[src/rtl/axi_bram_writer_if.sv]
// AXI4-Lite write slave bundle plus BRAM port A, shared by the writer and its bench.
// slave: the writer's view; master: the AXI initiator driving it and watching the BRAM port.
interface axi_bram_writer_if #(
    parameter int AXI_DATA_WIDTH  = 32,
    parameter int AXI_ADDR_WIDTH  = 16,
    parameter int BRAM_DATA_WIDTH = 32,
    parameter int BRAM_ADDR_WIDTH = 10
) ();
    logic [AXI_ADDR_WIDTH-1:0]    s_axi_awaddr;
    logic                         s_axi_awvalid;
    logic                         s_axi_awready;
    logic [AXI_DATA_WIDTH-1:0]    s_axi_wdata;
    logic [AXI_DATA_WIDTH/8-1:0]  s_axi_wstrb;
    logic                         s_axi_wvalid;
    logic                         s_axi_wready;
    logic [1:0]                   s_axi_bresp;
    logic                         s_axi_bvalid;
    logic                         s_axi_bready;
    logic [AXI_ADDR_WIDTH-1:0]    s_axi_araddr;
    logic                         s_axi_arvalid;
    logic                         s_axi_arready;
    logic [AXI_DATA_WIDTH-1:0]    s_axi_rdata;
    logic [1:0]                   s_axi_rresp;
    logic                         s_axi_rvalid;
    logic                         s_axi_rready;
    logic                         bram_porta_clk;
    logic                         bram_porta_rst;
    logic [BRAM_ADDR_WIDTH-1:0]   bram_porta_addr;
    logic [BRAM_DATA_WIDTH-1:0]   bram_porta_wrdata;
    logic [BRAM_DATA_WIDTH/8-1:0] bram_porta_we;

    modport slave (
        input  s_axi_awaddr, s_axi_awvalid, s_axi_wdata, s_axi_wstrb, s_axi_wvalid,
        input  s_axi_bready, s_axi_araddr, s_axi_arvalid, s_axi_rready,
        output s_axi_awready, s_axi_wready, s_axi_bresp, s_axi_bvalid,
        output s_axi_arready, s_axi_rdata, s_axi_rresp, s_axi_rvalid,
        output bram_porta_clk, bram_porta_rst, bram_porta_addr, bram_porta_wrdata, bram_porta_we
    );

    modport master (
        output s_axi_awaddr, s_axi_awvalid, s_axi_wdata, s_axi_wstrb, s_axi_wvalid,
        output s_axi_bready, s_axi_araddr, s_axi_arvalid, s_axi_rready,
        input  s_axi_awready, s_axi_wready, s_axi_bresp, s_axi_bvalid,
        input  s_axi_arready, s_axi_rdata, s_axi_rresp, s_axi_rvalid,
        input  bram_porta_clk, bram_porta_rst, bram_porta_addr, bram_porta_wrdata, bram_porta_we
    );
endinterface

[src/rtl/axi_bram_writer.sv]
// Write-only AXI4-Lite to BRAM bridge: one AW and one W slot, BRAM write the cycle after both fill, response next.
// Backpressure: a pending bvalid blocks the next write; full slots drop their ready. AXI_BRAM_WRITER_WSTRB_EN enables byte strobes.
module axi_bram_writer #(
    parameter int AXI_DATA_WIDTH  = 32,
    parameter int AXI_ADDR_WIDTH  = 16,
    parameter int BRAM_DATA_WIDTH = 32,
    parameter int BRAM_ADDR_WIDTH = 10
) (
    input  logic               aclk,
    input  logic               aresetn,
    axi_bram_writer_if.slave   bus
);
    localparam int STRB_W   = AXI_DATA_WIDTH / 8;
    localparam int WE_W     = BRAM_DATA_WIDTH / 8;
    localparam int ADDR_LSB = $clog2(STRB_W);

    logic                       en_q;
    logic                       aw_full_q, aw_full_d;
    logic                       w_full_q, w_full_d;
    logic                       bvalid_q, bvalid_d;
    logic [BRAM_ADDR_WIDTH-1:0] addr_q, addr_d;
    logic [BRAM_DATA_WIDTH-1:0] data_q, data_d;
`ifdef AXI_BRAM_WRITER_WSTRB_EN
    logic [STRB_W-1:0]          strb_q, strb_d;
`endif

    logic aw_hs, w_hs, fire;
    logic unused_inputs;

    assign bus.s_axi_awready = en_q & ~aw_full_q;
    assign bus.s_axi_wready  = en_q & ~w_full_q;
    assign aw_hs = bus.s_axi_awvalid & bus.s_axi_awready;
    assign w_hs  = bus.s_axi_wvalid & bus.s_axi_wready;
    assign fire  = aw_full_q & w_full_q & ~bvalid_q;

    assign bus.s_axi_bvalid  = bvalid_q;
    assign bus.s_axi_bresp   = 2'b00;
    assign bus.s_axi_arready = 1'b0;
    assign bus.s_axi_rdata   = '0;
    assign bus.s_axi_rresp   = 2'b00;
    assign bus.s_axi_rvalid  = 1'b0;

    assign bus.bram_porta_clk    = aclk;
    assign bus.bram_porta_rst    = ~aresetn;
    assign bus.bram_porta_addr   = addr_q;
    assign bus.bram_porta_wrdata = data_q;
`ifdef AXI_BRAM_WRITER_WSTRB_EN
    assign bus.bram_porta_we = fire ? strb_q : '0;
    assign unused_inputs = ^{bus.s_axi_araddr, bus.s_axi_arvalid, bus.s_axi_rready, bus.s_axi_awaddr};
`else
    assign bus.bram_porta_we = fire ? {WE_W{1'b1}} : '0;
    assign unused_inputs = ^{bus.s_axi_araddr, bus.s_axi_arvalid, bus.s_axi_rready, bus.s_axi_awaddr,
                             bus.s_axi_wstrb};
`endif

    // Handshakes need an empty slot and fire needs both full, so the two never collide on a slot.
    always_comb begin
        aw_full_d = aw_full_q;
        w_full_d  = w_full_q;
        bvalid_d  = bvalid_q;
        addr_d    = addr_q;
        data_d    = data_q;
`ifdef AXI_BRAM_WRITER_WSTRB_EN
        strb_d    = strb_q;
`endif
        if (aw_hs) begin
            aw_full_d = 1'b1;
            addr_d    = bus.s_axi_awaddr[ADDR_LSB +: BRAM_ADDR_WIDTH];
        end
        if (w_hs) begin
            w_full_d = 1'b1;
            data_d   = bus.s_axi_wdata;
`ifdef AXI_BRAM_WRITER_WSTRB_EN
            strb_d   = bus.s_axi_wstrb;
`endif
        end
        if (fire) begin
            aw_full_d = 1'b0;
            w_full_d  = 1'b0;
            bvalid_d  = 1'b1;
        end else if (bvalid_q && bus.s_axi_bready) begin
            bvalid_d  = 1'b0;
        end
    end

    always_ff @(posedge aclk or negedge aresetn) begin
        if (!aresetn) begin
            en_q      <= 1'b0;
            aw_full_q <= 1'b0;
            w_full_q  <= 1'b0;
            bvalid_q  <= 1'b0;
            addr_q    <= '0;
            data_q    <= '0;
`ifdef AXI_BRAM_WRITER_WSTRB_EN
            strb_q    <= '0;
`endif
        end else begin
            en_q      <= 1'b1;
            aw_full_q <= aw_full_d;
            w_full_q  <= w_full_d;
            bvalid_q  <= bvalid_d;
            addr_q    <= addr_d;
            data_q    <= data_d;
`ifdef AXI_BRAM_WRITER_WSTRB_EN
            strb_q    <= strb_d;
`endif
        end
    end
endmodule

[src/flat_wrapper.sv]
// flat-port wrapper written by rule: the top's interface ports become plain ports
module axi_bram_writer_flat 
#(
    parameter int AXI_DATA_WIDTH  = 32,
    parameter int AXI_ADDR_WIDTH  = 16,
    parameter int BRAM_DATA_WIDTH = 32,
    parameter int BRAM_ADDR_WIDTH = 10
)
  (aclk, aresetn, bus_s_axi_awaddr, bus_s_axi_awvalid, bus_s_axi_wdata, bus_s_axi_wstrb, bus_s_axi_wvalid, bus_s_axi_bready, bus_s_axi_araddr, bus_s_axi_arvalid, bus_s_axi_rready, bus_s_axi_awready, bus_s_axi_wready, bus_s_axi_bresp, bus_s_axi_bvalid, bus_s_axi_arready, bus_s_axi_rdata, bus_s_axi_rresp, bus_s_axi_rvalid, bus_bram_porta_clk, bus_bram_porta_rst, bus_bram_porta_addr, bus_bram_porta_wrdata, bus_bram_porta_we);
  axi_bram_writer_if #(.AXI_DATA_WIDTH(AXI_DATA_WIDTH), .AXI_ADDR_WIDTH(AXI_ADDR_WIDTH), .BRAM_DATA_WIDTH(BRAM_DATA_WIDTH), .BRAM_ADDR_WIDTH(BRAM_ADDR_WIDTH)) bus_i ();
  input  logic aclk;
  input  logic aresetn;
  input wire logic [$bits(bus_i.s_axi_awaddr)-1:0] bus_s_axi_awaddr;
  input wire logic [$bits(bus_i.s_axi_awvalid)-1:0] bus_s_axi_awvalid;
  input wire logic [$bits(bus_i.s_axi_wdata)-1:0] bus_s_axi_wdata;
  input wire logic [$bits(bus_i.s_axi_wstrb)-1:0] bus_s_axi_wstrb;
  input wire logic [$bits(bus_i.s_axi_wvalid)-1:0] bus_s_axi_wvalid;
  input wire logic [$bits(bus_i.s_axi_bready)-1:0] bus_s_axi_bready;
  input wire logic [$bits(bus_i.s_axi_araddr)-1:0] bus_s_axi_araddr;
  input wire logic [$bits(bus_i.s_axi_arvalid)-1:0] bus_s_axi_arvalid;
  input wire logic [$bits(bus_i.s_axi_rready)-1:0] bus_s_axi_rready;
  output wire logic [$bits(bus_i.s_axi_awready)-1:0] bus_s_axi_awready;
  output wire logic [$bits(bus_i.s_axi_wready)-1:0] bus_s_axi_wready;
  output wire logic [$bits(bus_i.s_axi_bresp)-1:0] bus_s_axi_bresp;
  output wire logic [$bits(bus_i.s_axi_bvalid)-1:0] bus_s_axi_bvalid;
  output wire logic [$bits(bus_i.s_axi_arready)-1:0] bus_s_axi_arready;
  output wire logic [$bits(bus_i.s_axi_rdata)-1:0] bus_s_axi_rdata;
  output wire logic [$bits(bus_i.s_axi_rresp)-1:0] bus_s_axi_rresp;
  output wire logic [$bits(bus_i.s_axi_rvalid)-1:0] bus_s_axi_rvalid;
  output wire logic [$bits(bus_i.bram_porta_clk)-1:0] bus_bram_porta_clk;
  output wire logic [$bits(bus_i.bram_porta_rst)-1:0] bus_bram_porta_rst;
  output wire logic [$bits(bus_i.bram_porta_addr)-1:0] bus_bram_porta_addr;
  output wire logic [$bits(bus_i.bram_porta_wrdata)-1:0] bus_bram_porta_wrdata;
  output wire logic [$bits(bus_i.bram_porta_we)-1:0] bus_bram_porta_we;
  assign bus_i.s_axi_awaddr = bus_s_axi_awaddr;
  assign bus_i.s_axi_awvalid = bus_s_axi_awvalid;
  assign bus_i.s_axi_wdata = bus_s_axi_wdata;
  assign bus_i.s_axi_wstrb = bus_s_axi_wstrb;
  assign bus_i.s_axi_wvalid = bus_s_axi_wvalid;
  assign bus_i.s_axi_bready = bus_s_axi_bready;
  assign bus_i.s_axi_araddr = bus_s_axi_araddr;
  assign bus_i.s_axi_arvalid = bus_s_axi_arvalid;
  assign bus_i.s_axi_rready = bus_s_axi_rready;
  assign bus_s_axi_awready = bus_i.s_axi_awready;
  assign bus_s_axi_wready = bus_i.s_axi_wready;
  assign bus_s_axi_bresp = bus_i.s_axi_bresp;
  assign bus_s_axi_bvalid = bus_i.s_axi_bvalid;
  assign bus_s_axi_arready = bus_i.s_axi_arready;
  assign bus_s_axi_rdata = bus_i.s_axi_rdata;
  assign bus_s_axi_rresp = bus_i.s_axi_rresp;
  assign bus_s_axi_rvalid = bus_i.s_axi_rvalid;
  assign bus_bram_porta_clk = bus_i.bram_porta_clk;
  assign bus_bram_porta_rst = bus_i.bram_porta_rst;
  assign bus_bram_porta_addr = bus_i.bram_porta_addr;
  assign bus_bram_porta_wrdata = bus_i.bram_porta_wrdata;
  assign bus_bram_porta_we = bus_i.bram_porta_we;
  axi_bram_writer #(.AXI_DATA_WIDTH(AXI_DATA_WIDTH), .AXI_ADDR_WIDTH(AXI_ADDR_WIDTH), .BRAM_DATA_WIDTH(BRAM_DATA_WIDTH), .BRAM_ADDR_WIDTH(BRAM_ADDR_WIDTH)) u_core (.aclk(aclk), .aresetn(aresetn), .bus(bus_i));
endmodule
[config.mk]
export PLATFORM = sky130hd
export DESIGN_NAME = axi_bram_writer_flat
export DESIGN_NICKNAME = d
export VERILOG_FILES = /design/src/rtl/axi_bram_writer_if.sv /design/src/rtl/axi_bram_writer.sv /design/src/flat_wrapper.sv
export SDC_FILE = /design/constraint.sdc
export NUM_CORES = 1
export LEC_CHECK = 0
export BUFFER_PORTS_ARGS = -buffer_cell sky130_fd_sc_hd__clkbuf_2
export CAP_MARGIN = 20
export CORE_UTILIZATION = 37
export CTS_CLUSTER_SIZE = 8
export DETAILED_ROUTE_END_ITERATION = 6
export PLACE_DENSITY = 0.77
export SETUP_SLACK_MARGIN = 0.5
export SYNTH_ARGS = -nofsm -noshare
export SYNTH_HDL_FRONTEND = slang
export SYNTH_SLANG_ARGS = --single-unit
export TNS_END_PERCENT = 50
[constraint.sdc]
create_clock -name aclk -period 1.3 [get_ports aclk]
set_input_delay 0.13 -clock aclk [delete_from_list [all_inputs] [get_ports aclk]]
set_output_delay 0.13 -clock aclk [all_outputs]
set_load 0.01 [all_outputs]
==> reports/qor.yml <==
die_w_um: 79.15
synth_top_area_cell: "dfrtp_1"
io_buffers: 97
drc: 0
leakagePower_nw: 1.783
fin_setup_tns_ns: 0
dp_hpwl_um: 2784
overflow: 0
cp.arrival_ns: 1.38
holdPathStages: 2
n_antenna_cell: 0
fin_cells: 361
syn-cell-area_um2: 2202
dp_slack_ns: 0.07421
grt_pass1_wl_um: 5561
start_util: 0.3927
timing.hold.ws_ns: 0.08121
antenna_found_initial: 0
ant_nets: 0
path_max_fanout: 15
cp-end-kind: "register"
via_count: 1456
cts_max_path_buffers: 2
design.core.area_um2: 5608
setup.worst_path.class: "register to register"
cts.reportedPaths.clkPinSlew_ns: 0.08
gp_congestion: 0.7243
viasPerCell: 4.033
ys_seq_elements: 46
synth.area.top_cells: "dfrtp_1 52%, mux2_4 21%, buf_4 15%, mux2_2 5.6%, buf_6 2.0%"
wl_per_cell_um: 11.81
ios: 164
cts_tree: "built"
fin_total_pwr_w: 0.007222
place_inst: 316
core.rowCount: 27
hold_viol_final: 0
firstDrtPassIters: 2
nets: 363
min_path_type: "input port to register"
synth_cell_types: 15
cts_root_buf: "clkbuf_8"
post_route_cells_drive_above_1_share: 0.6125
grt_pass1_vias: 1169
clk_latency_ns: 0.49
finClkSkew_ns: 0.2532
ys.warnings.count: 0
yosysTopAreaCellShare: 0.5227
grt_max_degree: 31
drtIter0Drc: 15
setup_viol: 0
cts_htree_levels: 2
reg2reg_depth: 3
syn_inst: 150
slew_viol_final: 0
dieArea_um2: 6264
max_cap_viol_count: 0
cts_buffers: 5
area.growth.synth_to_final_pct: 44.83
required_ns: 1.43
status: "finished clean"
track_usage: 0.1169
finalCritPeriodShare: 0.9642
fin_crit_ns: 1.253
powerDensity_nw_per_um2: 2265
fmax_mhz: 797.8
totalWireLength_um: 4262
rsz0062_at_grt: "yes"
startpoint_type: "register"
layout_setup_ws_ns: 0.04659
vdd_drop_max_mv: 1.068
syn_avg_cell_area_um2: 14.68
die-height_um: 79.15
ys_seq_area_frac: 0.5227
-- metrics by stage --
stage                     instance area (µm²)    util
after floorplan                          2341       -
after global placement                   2639  0.4705
after detailed placement                 2639  0.4705
after CTS                                2836  0.5058
after global routing                     3189  0.5687
final                                    3189  0.5687
-- per-layer routing --
layer,track usage,share of wire
met1,0.1457,0.40
met2,0.1957,0.51
met3,0.03448,0.073
met4,0.03273,0.011
met5,0,0
-- flip-flops by register name, summed over array words and instances (netlist names) --
register and count:
u_core.bus.bram_porta_addr 10, u_core.bus.s_axi_bvalid 1, u_core.bus.bram_porta_wrdata 32, u_core.w_full_q 1
u_core.aw_full_q 1, u_core.en_q 1
-- synth_stat cells --
master,instances
dfrtp_1,46
conb_1,2
mux2_2,11
nor2b_1,3
inv_1,2
nand3b_1,1
o21ai_0,1
mux2_4,31
nand3b_4,1
buf_6,4
nor2_1,1
buf_4,43
a21oi_1,2
nand2_1,1
mux2i_1,1
-- final timing paths --
path | start | to | slack (ns)
worst max-delay path | u_core.en_q | u_core.bus.bram_porta_wrdata[31] | 0.05
worst min-delay path | bus_s_axi_bready | u_core.bus.s_axi_bvalid | 0.08
worst max register to register | u_core.en_q | u_core.bus.bram_porta_wrdata[31] | 0.05
worst min register to register | u_core.bus.bram_porta_wrdata[2] | u_core.bus.bram_porta_wrdata[2] | 0.51
max in group asynchronous | aresetn | u_core.en_q | 0.46
min in group asynchronous | aresetn | u_core.bus.bram_porta_wrdata[22] | 0.30
-- power by group --
group          internal, W  total [W]  switching, W
registers          0.00215    0.00257      0.000425
clock network      0.00106    0.00162      0.000564
logic              0.00184    0.00303       0.00119
-- layout make-up --
cell class              count  area [µm²]
flip-flops and latches     46        1154
clock inverters             2       35.03
clock buffers              15       165.2
fillers                   485        2419
repair buffers            132       890.9
multi-input cells          92       847.1
well taps                  72       90.09
inverters                   2       7.507
-- cell usage in the layout, fill, tap and decap left out --
master and instances:
buf_16 1, o21ai_1 1, dfrtp_1 44, mux2_2 7
nand2_4 1, nor2_4 1, nor2b_2 1, clkbuf_8 4
buf_12 4, nand3b_4 1, mux2_4 35, clkinvlp_2 1
mux2i_1 1, a21oi_1 2, buf_2 5, nor2b_1 2
inv_1 2, buf_8 1, buf_4 17, conb_1 39
bufinv_16 1, dfrtp_2 2, buf_6 8, dlygate4sd3_1 20
clkbuf_2 87, nand3b_1 1
-- repair_timing --
| action | 4_1_cts | 5_1_grt |
|---|---|---|
| endpoints found under the setup margin | 94 | 125 |
| hold buffers | 1 | 19 |
| gates cloned | 1 | 0 |
| setup buffers | 3 | 13 |
| hold endpoints to repair | 46 | 19 |
| pin swaps | 1 | 3 |
| resized for setup | 7 | 27 |
-- cells by family (layout without fill, tap and decap cells) --
family                 Yosys count  count (layout)  synth area share
buffers and inverters           49             151            0.1705
flip-flops                      46              46            0.5227
multiplexers                    43              43            0.2722
AND/OR/NAND/NOR                  7               7           0.02443
AO/OA/AOI/OAI                    3               3          0.006816
other                            2              39          0.003410
-- worst max-delay path: stages (launching register included) --
cell,delay [ns]
dfrtp_2,0.46
nand3b_4,0.15
buf_12,0.19
mux2_2,0.34
(Power assumes the default switching activity.)
